**src/rtl/alu_pkg.sv**
```systemverilog
// Shared definitions for the ALU arbiter: opcode encoding, flag positions and
// the sequencer state type.
package alu_pkg;

  typedef enum logic [4:0] {
    ALU_ADD  = 5'd0,
    ALU_SUB  = 5'd1,
    ALU_AND  = 5'd2,
    ALU_OR   = 5'd3,
    ALU_XOR  = 5'd4,
    ALU_SLL  = 5'd5,
    ALU_SRL  = 5'd6,
    ALU_SRA  = 5'd7,
    ALU_SLT  = 5'd8,
    ALU_SLTU = 5'd9
  } alu_op_e;

  localparam int FLAG_Z = 0;
  localparam int FLAG_N = 1;
  localparam int FLAG_C = 2;
  localparam int FLAG_V = 3;

  typedef enum logic [1:0] {
    ST_IDLE = 2'd0,
    ST_EXEC = 2'd1,
    ST_RESP = 2'd2
  } arb_state_e;

  function automatic logic alu_op_legal(input logic [4:0] op);
    logic legal;
    case (op)
      ALU_ADD, ALU_SUB, ALU_AND, ALU_OR, ALU_XOR,
      ALU_SLL, ALU_SRL, ALU_SRA, ALU_SLT, ALU_SLTU: legal = 1'b1;
      default:                                      legal = 1'b0;
    endcase
    return legal;
  endfunction

endpackage

```
**src/rtl/alu_arbiter_rr_picker.sv**
```systemverilog
// Combinational round-robin finder: first set bit of vec_i at or after ptr_i,
// wrapping around to bit 0.
module rr_picker #(
  parameter int N  = 2,
  parameter int IW = $clog2(N)
) (
  input  logic [N-1:0]  vec_i,
  input  logic [IW-1:0] ptr_i,
  output logic          found_o,
  output logic [IW-1:0] idx_o
);

  logic [IW:0] cand;

  // Scan from the farthest offset down so the nearest hit is the last write.
  always_comb begin
    found_o = 1'b0;
    idx_o   = '0;
    cand    = '0;
    for (int i = N - 1; i >= 0; i--) begin
      cand = {1'b0, ptr_i} + (IW+1)'(i);
      if (cand >= (IW+1)'(N)) cand = cand - (IW+1)'(N);
      if (vec_i[cand[IW-1:0]]) begin
        found_o = 1'b1;
        idx_o   = cand[IW-1:0];
      end
    end
  end

endmodule

```
**src/rtl/alu_arbiter.sv**
```systemverilog
// Round-robin sequencer sharing one external combinational ALU between NREQ
// requesters: accept one op, drive the ALU for one cycle, return the result.
module alu_arbiter
  import alu_pkg::*;
#(
  parameter int XLEN = 32,
  parameter int NREQ = 2
) (
  input  logic                 clk,
  input  logic                 rst_n,
  input  logic [NREQ-1:0]      req_valid,
  output logic [NREQ-1:0]      req_ready,
  input  logic [NREQ*XLEN-1:0] req_a,
  input  logic [NREQ*XLEN-1:0] req_b,
  input  logic [NREQ*5-1:0]    req_op,
  output logic [NREQ-1:0]      resp_valid,
  input  logic [NREQ-1:0]      resp_ready,
  output logic [XLEN-1:0]      resp_result,
  output logic [3:0]           resp_flags,
  output logic                 resp_err,
  output logic [XLEN-1:0]      alu_srcA,
  output logic [XLEN-1:0]      alu_srcB,
  output logic [4:0]           alu_control,
  input  logic [XLEN-1:0]      alu_result,
  input  logic                 alu_zero,
  input  logic                 alu_neg,
  input  logic                 alu_carry,
  input  logic                 alu_overflow
);

  localparam int IW = $clog2(NREQ);

  arb_state_e        state_q;
  logic [IW-1:0]     rr_ptr_q;
  logic [IW-1:0]     grant_q;
  logic [XLEN-1:0]   src_a_q;
  logic [XLEN-1:0]   src_b_q;
  alu_op_e           ctrl_q;
  logic [XLEN-1:0]   result_q;
  logic [3:0]        flags_q;
  logic              err_q;
  logic [NREQ-1:0]   resp_valid_q;

  logic [XLEN-1:0]   a_arr  [NREQ];
  logic [XLEN-1:0]   b_arr  [NREQ];
  logic [4:0]        op_arr [NREQ];

  logic              pick_found;
  logic [IW-1:0]     pick_idx;
  logic              accept;
  logic              pick_legal;
  logic              is_compare;
  logic [IW-1:0]     rr_ptr_d;

  always_comb begin
    for (int i = 0; i < NREQ; i++) begin
      a_arr[i]  = req_a[i*XLEN +: XLEN];
      b_arr[i]  = req_b[i*XLEN +: XLEN];
      op_arr[i] = req_op[i*5 +: 5];
    end
  end

  rr_picker #(.N(NREQ), .IW(IW)) u_picker (
    .vec_i   (req_valid),
    .ptr_i   (rr_ptr_q),
    .found_o (pick_found),
    .idx_o   (pick_idx)
  );

  assign accept     = (state_q == ST_IDLE) && pick_found;
  assign pick_legal = alu_op_legal(op_arr[pick_idx]);
  assign is_compare = (ctrl_q == ALU_SLT) || (ctrl_q == ALU_SLTU);
  assign rr_ptr_d   = (grant_q == IW'(NREQ - 1)) ? '0 : grant_q + 1'b1;

  // Grant is combinational so the accept handshake completes in the same
  // cycle the request is first seen in IDLE.
  always_comb begin
    req_ready = '0;
    if (accept) req_ready[pick_idx] = 1'b1;
  end

  // NOTE: all state uses non-blocking assignments so every register samples
  // pre-edge values; reset is synchronous and clears the in-flight operation.
  always_ff @(posedge clk) begin
    if (!rst_n) begin
      state_q      <= ST_IDLE;
      rr_ptr_q     <= '0;
      grant_q      <= '0;
      src_a_q      <= '0;
      src_b_q      <= '0;
      ctrl_q       <= ALU_ADD;
      result_q     <= '0;
      flags_q      <= '0;
      err_q        <= 1'b0;
      resp_valid_q <= '0;
    end else begin
      case (state_q)
        ST_IDLE: begin
          if (accept) begin
            grant_q <= pick_idx;
            if (pick_legal) begin
              src_a_q <= a_arr[pick_idx];
              src_b_q <= b_arr[pick_idx];
              ctrl_q  <= alu_op_e'(op_arr[pick_idx]);
              state_q <= ST_EXEC;
            end else begin
              // Illegal ops bypass the ALU and leave its inputs untouched.
              result_q     <= '0;
              flags_q      <= '0;
              err_q        <= 1'b1;
              resp_valid_q <= NREQ'(1) << pick_idx;
              state_q      <= ST_RESP;
            end
          end
        end
        ST_EXEC: begin
          result_q             <= alu_result;
          flags_q[FLAG_Z]      <= alu_zero;
          flags_q[FLAG_N]      <= alu_neg;
          flags_q[FLAG_C]      <= alu_carry && !is_compare;
          flags_q[FLAG_V]      <= alu_overflow && !is_compare;
          err_q                <= 1'b0;
          resp_valid_q         <= NREQ'(1) << grant_q;
          state_q              <= ST_RESP;
        end
        ST_RESP: begin
          if (resp_ready[grant_q]) begin
            resp_valid_q <= '0;
            rr_ptr_q     <= rr_ptr_d;
            state_q      <= ST_IDLE;
          end
        end
        default: state_q <= ST_IDLE;
      endcase
    end
  end

  assign resp_valid  = resp_valid_q;
  assign resp_result = result_q;
  assign resp_flags  = flags_q;
  assign resp_err    = err_q;
  assign alu_srcA    = src_a_q;
  assign alu_srcB    = src_b_q;
  assign alu_control = ctrl_q;

endmodule

```
**config.mk**
```make
export PLATFORM = sky130hd
export DESIGN_NAME = alu_arbiter
export DESIGN_NICKNAME = d
export VERILOG_FILES = /design/src/rtl/alu_pkg.sv /design/src/rtl/alu_arbiter_rr_picker.sv /design/src/rtl/alu_arbiter.sv
export SDC_FILE = /design/constraint.sdc
export NUM_CORES = 1
export LEC_CHECK = 0
export CAP_MARGIN = 20
export CORE_MARGIN = 4
export CORE_UTILIZATION = 25
export DETAILED_ROUTE_END_ITERATION = 7
export DONT_BUFFER_PORTS = 1
export SLEW_MARGIN = 20
export SYNTH_ARGS = -nofsm -noshare
export SYNTH_HDL_FRONTEND = slang
export SYNTH_HIERARCHICAL = 1
export SYNTH_SLANG_ARGS = --single-unit
```
**constraint.sdc**
```tcl
create_clock -name clk -period 3.9 [get_ports clk]
set_input_delay 0.975 -clock clk [delete_from_list [all_inputs] [get_ports clk]]
set_output_delay 0.975 -clock clk [all_outputs]
set_load 0.01 [all_outputs]
```
After elaboration in Yosys (flattened, before gate mapping):

Memory sizes are Yosys's and may differ from the RTL's.
Index checks and enable logic that the tools add are counted.

* $add $sub $neg: 4
* magnitude comparators: 8
* equality and inequality tests: 7
* shifts and indexed selects: 2
* multiplexer cells: 42
* bitwise logic cells: 1
* reductions and logical operators: 15

Operators with widths (number)
* 32-bit 2-to-1 mux: 8
* 32-bit case mux with 2 select lines: 1
* 1-bit 2-to-1 mux: 17
* 5-bit 2-to-1 mux: 3
* 2-bit 2-to-1 mux: 6
* 2-bit case mux with 3 select lines: 2
* 5-bit by 4-bit equality test with 1-bit output, second input constant: 2
* 1-bit by 2-bit < comparator with 1-bit output, second input constant: 4
* 4-bit 2-to-1 mux: 2
* 4-bit case mux with 2 select lines: 1
* 2-bit != test, second input constant: 3
* 2-bit AND reduction: 3
* 3-bit AND reduction: 2
* 2-bit >= comparator, second input constant: 2
* 1-bit logical AND: 4
* 4-bit AND reduction: 1
* 1-bit by 1-bit << shifter with 2-bit output, first input constant: 2
* 3-bit nonzero test: 1
* 1-bit by 1-bit adder with 2-bit output, second input constant: 1
* 2-bit by 1-bit equality test with 1-bit output, second input constant: 1
* 2-bit equality test, second input constant: 1
* 1-bit by 2-bit >= comparator with 1-bit output, second input constant: 1
* 2-bit zero test: 1
* 1-bit inverter with 2-bit output: 1
* 8 further kinds: 9

* flip-flop bits (word level): 112
* ROM bits: 16
* bits of input ports: 180
* output and inout port bits: 110
* memories: 1

Memory list
* (no name shown): depth 16, width 1, read ports 1, clocked after Yosys merged registers in 0, wr ports 0, RTL line alu_pkg.sv:31 `case (op)`

Logic depth before layout (Yosys ltp):

Gate-level depths: netlist of run 1.
An unclocked memory read counts as a cell.

* word-level depth: 16
* depth in mapped cells: 11
* depth with buffers taken out: 6

Hierarchy:

Netlist of run 1, hierarchy kept.

Modules (own cells, without submodules)
* alu_arbiter: instances 1, cells each 446, area each 4773.3 um^2, sequential area each 2242.2 um^2
* rr_picker: instances 1, cells each 3, area each 17.5 um^2, sequential area each 0.0 um^2

Least setup slack after synthesis of run 1:

OpenSTA, ideal clock, no wires.

* path kind: input port to output port
* start point: input req_valid[1]
* end point: output req_ready[1]
* arrival: 1.937 ns
* path slack: 0.988 ns
* stages on the path: 4
* buffers on the path: 2
* path through: a21boi_1 -> buf_6 -> clkbuf_1 -> and2_1

* cells in the longest elaborated chain, start to end: 9

Ends and longest elaborated chain
* start: declaration: RTL line alu_arbiter.sv:11 `input logic [NREQ-1:0] req_valid,`
* 1-bit 2-to-1 mux (implied by the code) (2 in a row): RTL line alu_arbiter_rr_picker.sv:23 `if (vec_i[cand[IW-1:0]]) begin`
* 1-bit 2-to-1 mux (2 in a row): RTL line alu_arbiter_rr_picker.sv:23
* 1-bit by 2-bit < comparator with 1-bit output (implied by the code) or 1-bit >= comparator (tied branches): RTL line alu_arbiter.sv:79 `if (accept) req_ready[pick_idx] = 1'b1;`
* 1-bit logical AND (implied by the code): RTL line alu_arbiter.sv:79
* 1-bit 2-to-1 mux (implied by the code): RTL line alu_arbiter.sv:79
* 1-bit demux with 1-bit select: RTL line alu_arbiter.sv:79
* 2-bit 2-to-1 mux *: RTL line alu_arbiter.sv:79
* end: declaration: RTL line alu_arbiter.sv:12 `output logic [NREQ-1:0] req_ready,`

Mark *: on every way between the ends. The rest lies on a longest branch, timed or not. The select of a mux whose other input is x is not followed.

Worst setup path in the final report of run 1:

Ends and elaborated chain as after synthesis.

==> results of run 1 <==
-- worst max-delay path, cell delays in order --
cell and delay (ps):
sky130_fd_sc_hd__a21boi_4 240, sky130_fd_sc_hd__buf_4 430, sky130_fd_sc_hd__and2_1 290
-- sequential cells by signal, summed over array words and instances (netlist names) --
| signal | flops |
|---|---|
| rr_ptr_q | 1 |
| alu_srcA | 32 |
| alu_srcB | 32 |
| resp_flags | 4 |
| grant_q | 1 |
| resp_valid | 2 |
| alu_control | 5 |
| state_q | 2 |
| resp_err | 1 |
| resp_result | 32 |
-- layer usage --
layer | share of wire (%) | global-route usage [%]
met4 | 2.8 | 5.55
met3 | 9.8 | 5.34
met5 | 0 | 0
met1 | 37 | 12.3
met2 | 50 | 21.6
-- metrics by stage --
step	total power [mW]	hold slack, ps	std cells
2_1_floorplan	1.67	466	449
3_3_place_gp	1.74	501	646
3_5_place_dp	1.76	512	646
4_1_cts	2.69	522	662
5_1_grt	2.77	533	662
6_report	2.62	513	662
-- how the worst max path moves through the flow --
stage | cells after the start | end | slack [ps] | start
after floorplan | 4 | req_ready[1] | 990 | req_valid[1]
after global placement | 3 | req_ready[0] | 990 | req_valid[1]
after detailed placement | 3 | req_ready[0] | 980 | req_valid[1]
after CTS | 3 | req_ready[0] | 980 | req_valid[1]
after global routing | 3 | req_ready[0] | 920 | req_valid[1]
final | 3 | req_ready[1] | 980 | req_valid[1]
-- synthesized netlist by cell type (2+ instances only) --
master / instances / area share [%]
sky130_fd_sc_hd__inv_1: 3 / 0.24
sky130_fd_sc_hd__o211a_1: 68 / 14
sky130_fd_sc_hd__nor2_1: 4 / 0.31
sky130_fd_sc_hd__mux2i_1: 69 / 14
sky130_fd_sc_hd__clkbuf_1: 31 / 2.4
sky130_fd_sc_hd__a21boi_1: 2 / 0.31
sky130_fd_sc_hd__a22o_1: 37 / 6.8
sky130_fd_sc_hd__and2_1: 6 / 0.78
sky130_fd_sc_hd__o21ai_1: 4 / 0.42
sky130_fd_sc_hd__nand2_1: 6 / 0.47
sky130_fd_sc_hd__buf_2: 9 / 0.94
sky130_fd_sc_hd__o21a_1: 2 / 0.31
sky130_fd_sc_hd__nand3_1: 69 / 7.2
sky130_fd_sc_hd__dfxtp_1: 112 / 47
sky130_fd_sc_hd__buf_6: 4 / 0.94
sky130_fd_sc_hd__nor2b_1: 3 / 0.39
sky130_fd_sc_hd__buf_1: 2 / 0.16
sky130_fd_sc_hd__nand2b_1: 6 / 0.78
-- cells by family (layout without fill, tap and decap cells) --
group | count (synthesis) | after routing | share of synthesized area, %
buf+inv | 49 | 28 | 4.70
mux | 69 | 69 | 14.4
simple gates | 97 | 97 | 10.4
flops | 112 | 112 | 46.8
compound gates | 122 | 122 | 23.7
-- layout make-up --
| class | instances | area (sq um) |
|---|---|---|
| clock buffers | 10 | 229 |
| repair buffers | 9 | 80.1 |
| flip-flops and latches | 112 | 2240 |
| inverters | 3 | 11.3 |
| clock inverters | 6 | 57.6 |
| well taps | 234 | 293 |
| fillers | 1939 | 13500 |
| multi-input cells | 288 | 2350 |
-- power by group through the flow --
stage | combinational [mW] | clock (mW) | sequential [mW]
floorplan | 0.317 | 0 | 1.35
global placement | 0.361 | 0 | 1.38
detailed placement | 0.375 | 0 | 1.38
CTS | 0.376 | 0.955 | 1.36
global route | 0.412 | 0.994 | 1.36
finish | 0.370 | 0.897 | 1.35
==> flow_summary.toml, run 1 <==
[logic_synthesis]
post_synth_net_total = 629
synthFlopType = "sky130_fd_sc_hd__dfxtp_1"
yosys_warnings = 6
synth.cell_area_sq_um = 4790
synth_seq_cells = 112
postSynthAreaPerCell_sq_um = 10.7
synthesis.instances = 449
synth_edf_count = 0
ys_types = 30
async_reset_ff_share_pct = 0
synth-seq-area-share_pct = 46.8

[global_routing]
initial_antenna_violation_count = 0
grt_first_pass_wirelength_microns = 20600
grt_max_degree = 79
vias_in_the_first_global_route = 3787
grt_usage_pct = 12.2
global_route.overflow_total = 0

[timing]
slew_headroom_pct = 48.5
setup_violations = 0
skew_ps = 6.37
finalWorstPathRequiredPeriod_ps = 2920
fin_ws_ps = 981
timing.setup.tns_ps = 0
final_max_slew_viol_count = 0
max_clock_freq_ghz = 0.343
timing.final.crit_share_pct = 74.8
worstMarginPinSlew_ps = 772
rsz0062_at_grt = "no"
finalHoldViolCount = 0

[detailed_routing]
drt-initial-drc-count = 150
drt-vias-per-instance = 5.33
route.final.wire_length_microns = 13700
detail_route.wl_per_cell_microns = 20.8
drc_errors = 0
drt_pass1_iterations = 6
ant_nets = 0
vias = 3527

[layout]
antenna_cells_inserted = 0
layout.cells.most_common_list = "sky130_fd_sc_hd__dfxtp_1, sky130_fd_sc_hd__mux2i_1, sky130_fd_sc_hd__nand3_1, sky130_fd_sc_hd__o211a_1, sky130_fd_sc_hd__a22o_1"
finalInstanceArea_sq_um = 5260
final_core_utilization_pct = 28.0
drive_gt1_share_pct = 6.78
layout.cells.most_common = "sky130_fd_sc_hd__dfxtp_1"
net_count_of_the_finished_layout = 603
syn2layout_area_growth_pct = 9.82

[critical_path]
worst_r2r_path_depth = 7
regToRegSetupSlack_ps = 1660
criticalPathCategory = "input port to output pin"
cp.required_ps = 2920
worst-endpoint-arrival_ps = 1940
kind_of_start_point_of_the_critical_path = "input port"
timing.critical_path.to_type = "output pin"
timing.rr.end = "resp_valid[0]"
r2r_start = "rr_ptr_q"
worstPathMaxFanout = 28

[power]
p_int_mw = 1.85
peakVddDrop_v = 0.000209
power.static_leakage_nw = 2.61
power.share.switching_pct = 29.5
pwr_density_cell_nw_per_um2 = 498
clock_power_share_pct = 34.3
share_seq_of_total_power_pct = 51.6
power.net_switching_uw = 772
p_comb_share_pct = 14.1

[clocking]
tritoncts = "done"
htreeDepth = 3
cts_inserted_buffers = 9
clock_insertion_delay_worst_skew_ps = 350
postCtsHoldBufs = 0
clockBufferDepth = 2
cts.sink_count = 112
post_cts.resized_instances = 0
post_cts_clock_slew_at_the_launch_and_capture_registers_of_the_worst_setup_and_hold_paths_ps = 80
cts-root-buf = "sky130_fd_sc_hd__clkbuf_16"
post-cts-setup-buffer-count = 0

[place]
gp_congestion = 0.761
io_buffer_count = 0
dpl.hpwl_microns = 10300
dpl-instance-area_sq_um = 4970
place_worst_setup_slack_ps = 978

[hold_path]
min_from = "alu_control[4]"
min_path_type = "register to register"
whs_endpoint = "alu_control[4]"
hold_path_depth = 2

[floorplanning]
die_width_microns = 146
design.die.area_sq_um = 21400
core_box_area_sq_um = 18800
io_pins = 290
core.rowCount = 50
chipHeight_microns = 146
initial_core_util_pct = 25.5

[run]
maxCapViolCount = 0

[run_status]
result_of_the_run = "complete, no violations"
(Power assumes the default switching activity.)
==> inputs of run 2 (changes only) <==
Clock period 3.9 ns to 2.5 ns, I/O delays scaled along.
==> run 2 against run 1 <==
  * Worst setup slack worse by 700 ps
  * Core utilization is 0.28 points higher
  * Register-to-register slack worse by 1100 ps
  * Clock-buffer cell count is 1 lower
  * Sequential power is 56% higher
  * Via count is 2.6% higher
  * Final cell count is 0.76% higher
  * Combinational power is 60% higher
  * Critical path type is now register to output pin
==> flow_summary.toml, run 2 (same netlist as run 1, synthesis figures left out) <==
[global_routing]
vias_in_the_first_global_route = 3612
initial_antenna_violation_count = 0
grt_first_pass_wirelength_microns = 20700
grt_use_met3_pct = 5.90
grt.busiest_layer = "met2"
gr_layer_usage_met2_pct = 21.9
global_route.usage.met1_pct = 12.4
grt_usage_pct = 12.3
grt_max_degree = 79
global_route.overflow_total = 0

[detailed_routing]
drt-initial-drc-count = 174
route.final.wire_length_microns = 14100
drt-vias-per-instance = 5.42
ant_nets = 0
drt_pass1_iterations = 5
detail_route.wl_per_cell_microns = 21.1
drc_errors = 0
vias = 3618

[clocking]
post_cts.resized_instances = 0
post_cts_clock_slew_at_the_launch_and_capture_registers_of_the_worst_setup_and_hold_paths_ps = 80
cts-root-buf = "sky130_fd_sc_hd__clkbuf_16"
clockBufferDepth = 2
cts.sink_count = 112
post-cts-setup-buffer-count = 0
htreeDepth = 3
cts_inserted_buffers = 9
postCtsHoldBufs = 0
tritoncts = "done"
clock_insertion_delay_worst_skew_ps = 360

[floorplanning]
design.die.area_sq_um = 21400
chipHeight_microns = 146
core_box_area_sq_um = 18800
die_width_microns = 146
core.rowCount = 50
initial_core_util_pct = 25.5
io_pins = 290

[layout]
final_core_utilization_pct = 28.3
layout.cells.most_common_list = "sky130_fd_sc_hd__dfxtp_1, sky130_fd_sc_hd__mux2i_1, sky130_fd_sc_hd__nand3_1, sky130_fd_sc_hd__o211a_1, sky130_fd_sc_hd__a22o_1"
net_count_of_the_finished_layout = 608
layout.cells.most_common = "sky130_fd_sc_hd__dfxtp_1"
syn2layout_area_growth_pct = 10.9
fin_cells = 667
antenna_cells_inserted = 0
drive_gt1_share_pct = 8.08

[critical_path]
criticalPathCategory = "register to output pin"
cp.required_ps = 1880
worstPathMaxFanout = 15
kind_of_start_point_of_the_critical_path = "register"
timing.critical_path.to_type = "output pin"
worst-endpoint-arrival_ps = 1590

[timing]
finalHoldWorstSlack_ps = 397
max_clock_freq_ghz = 0.451
slew_headroom_pct = 58.2
setup_violations = 0
rsz0062_at_grt = "no"
finalHoldViolCount = 0
skew_ps = 17.3
worstMarginPinSlew_ps = 627
timing.setup.tns_ps = 0
timing.final.crit_share_pct = 88.7
final_max_slew_viol_count = 0
finalWorstPathRequiredPeriod_ps = 2220

[place]
io_buffer_count = 0
post-place-cells = 651
dpl.hpwl_microns = 10500
gp_congestion = 0.756

[hold_path]
min_path_type = "input port to register"

[power]
power.static_leakage_nw = 2.64
peakVddDrop_v = 0.000325
pwr_density_cell_nw_per_um2 = 779

[run]
maxCapViolCount = 0

[run_status]
result_of_the_run = "complete, no violations"
## run 2: cell count changes in the layout (fill, tap and decap cells not counted)
cell	delta
sky130_fd_sc_hd__inv_6	-2
sky130_fd_sc_hd__clkinvlp_4	+1
sky130_fd_sc_hd__clkinv_2	+1
sky130_fd_sc_hd__clkbuf_1	-1
sky130_fd_sc_hd__clkinv_8	+2
sky130_fd_sc_hd__buf_4	+5
sky130_fd_sc_hd__clkinv_4	-1
## run 2: power breakdown
group / leakage (nW) / internal [mW] / switching, mW / total, mW
Combinational: 1.58 / 0.264 / 0.328 / 0.591
Clock: 0.145 / 0.709 / 0.732 / 1.44
Sequential: 0.915 / 1.93 / 0.183 / 2.11
## run 2: stage by stage
| step | power [mW] | setup WS (ps) | area, sq um |
|---|---|---|---|
| global route | 4.36 | 141 | 5310 |
| floorplan | 2.60 | 288 | 4790 |
| CTS | 4.23 | 234 | 5310 |
| detailed placement | 2.75 | 317 | 5010 |
| finish | 4.14 | 281 | 5310 |
| global placement | 2.73 | 364 | 5010 |
## run 2: worst paths after layout
path,startpoint,to,slack [ps],cells past startpoint
worst min register to register,alu_control[4],alu_control[4],510,2
worst max-delay path,rr_ptr_q,req_ready[1],280,4
worst min-delay path,alu_carry,resp_flags[2],400,1
worst max register to register,rr_ptr_q,alu_srcA[5],520,7
## run 2: worst max-delay path: stages, from the launching register on
cell and delay (ps):
sky130_fd_sc_hd__dfxtp_1 360, sky130_fd_sc_hd__inv_1 80, sky130_fd_sc_hd__a21boi_4 220, sky130_fd_sc_hd__buf_4 300, sky130_fd_sc_hd__and2_1 280
## run 2: layout make-up
type,count,area (sq um)
Tap cell,234,293
Clock inverter,7,76.3
Timing Repair Buffer,14,118
Clock buffer,9,225
Inverter,3,11.3
Fill cell,1948,13500
Sequential cell,112,2240
Multi-Input combinational cell,288,2350
## run 2: layer usage
metal	vias up	routed length, microns
li1	1657	-
met1	1748	5070
met2	191	7190
met3	22	1550
met5	-	0
met4	0	284
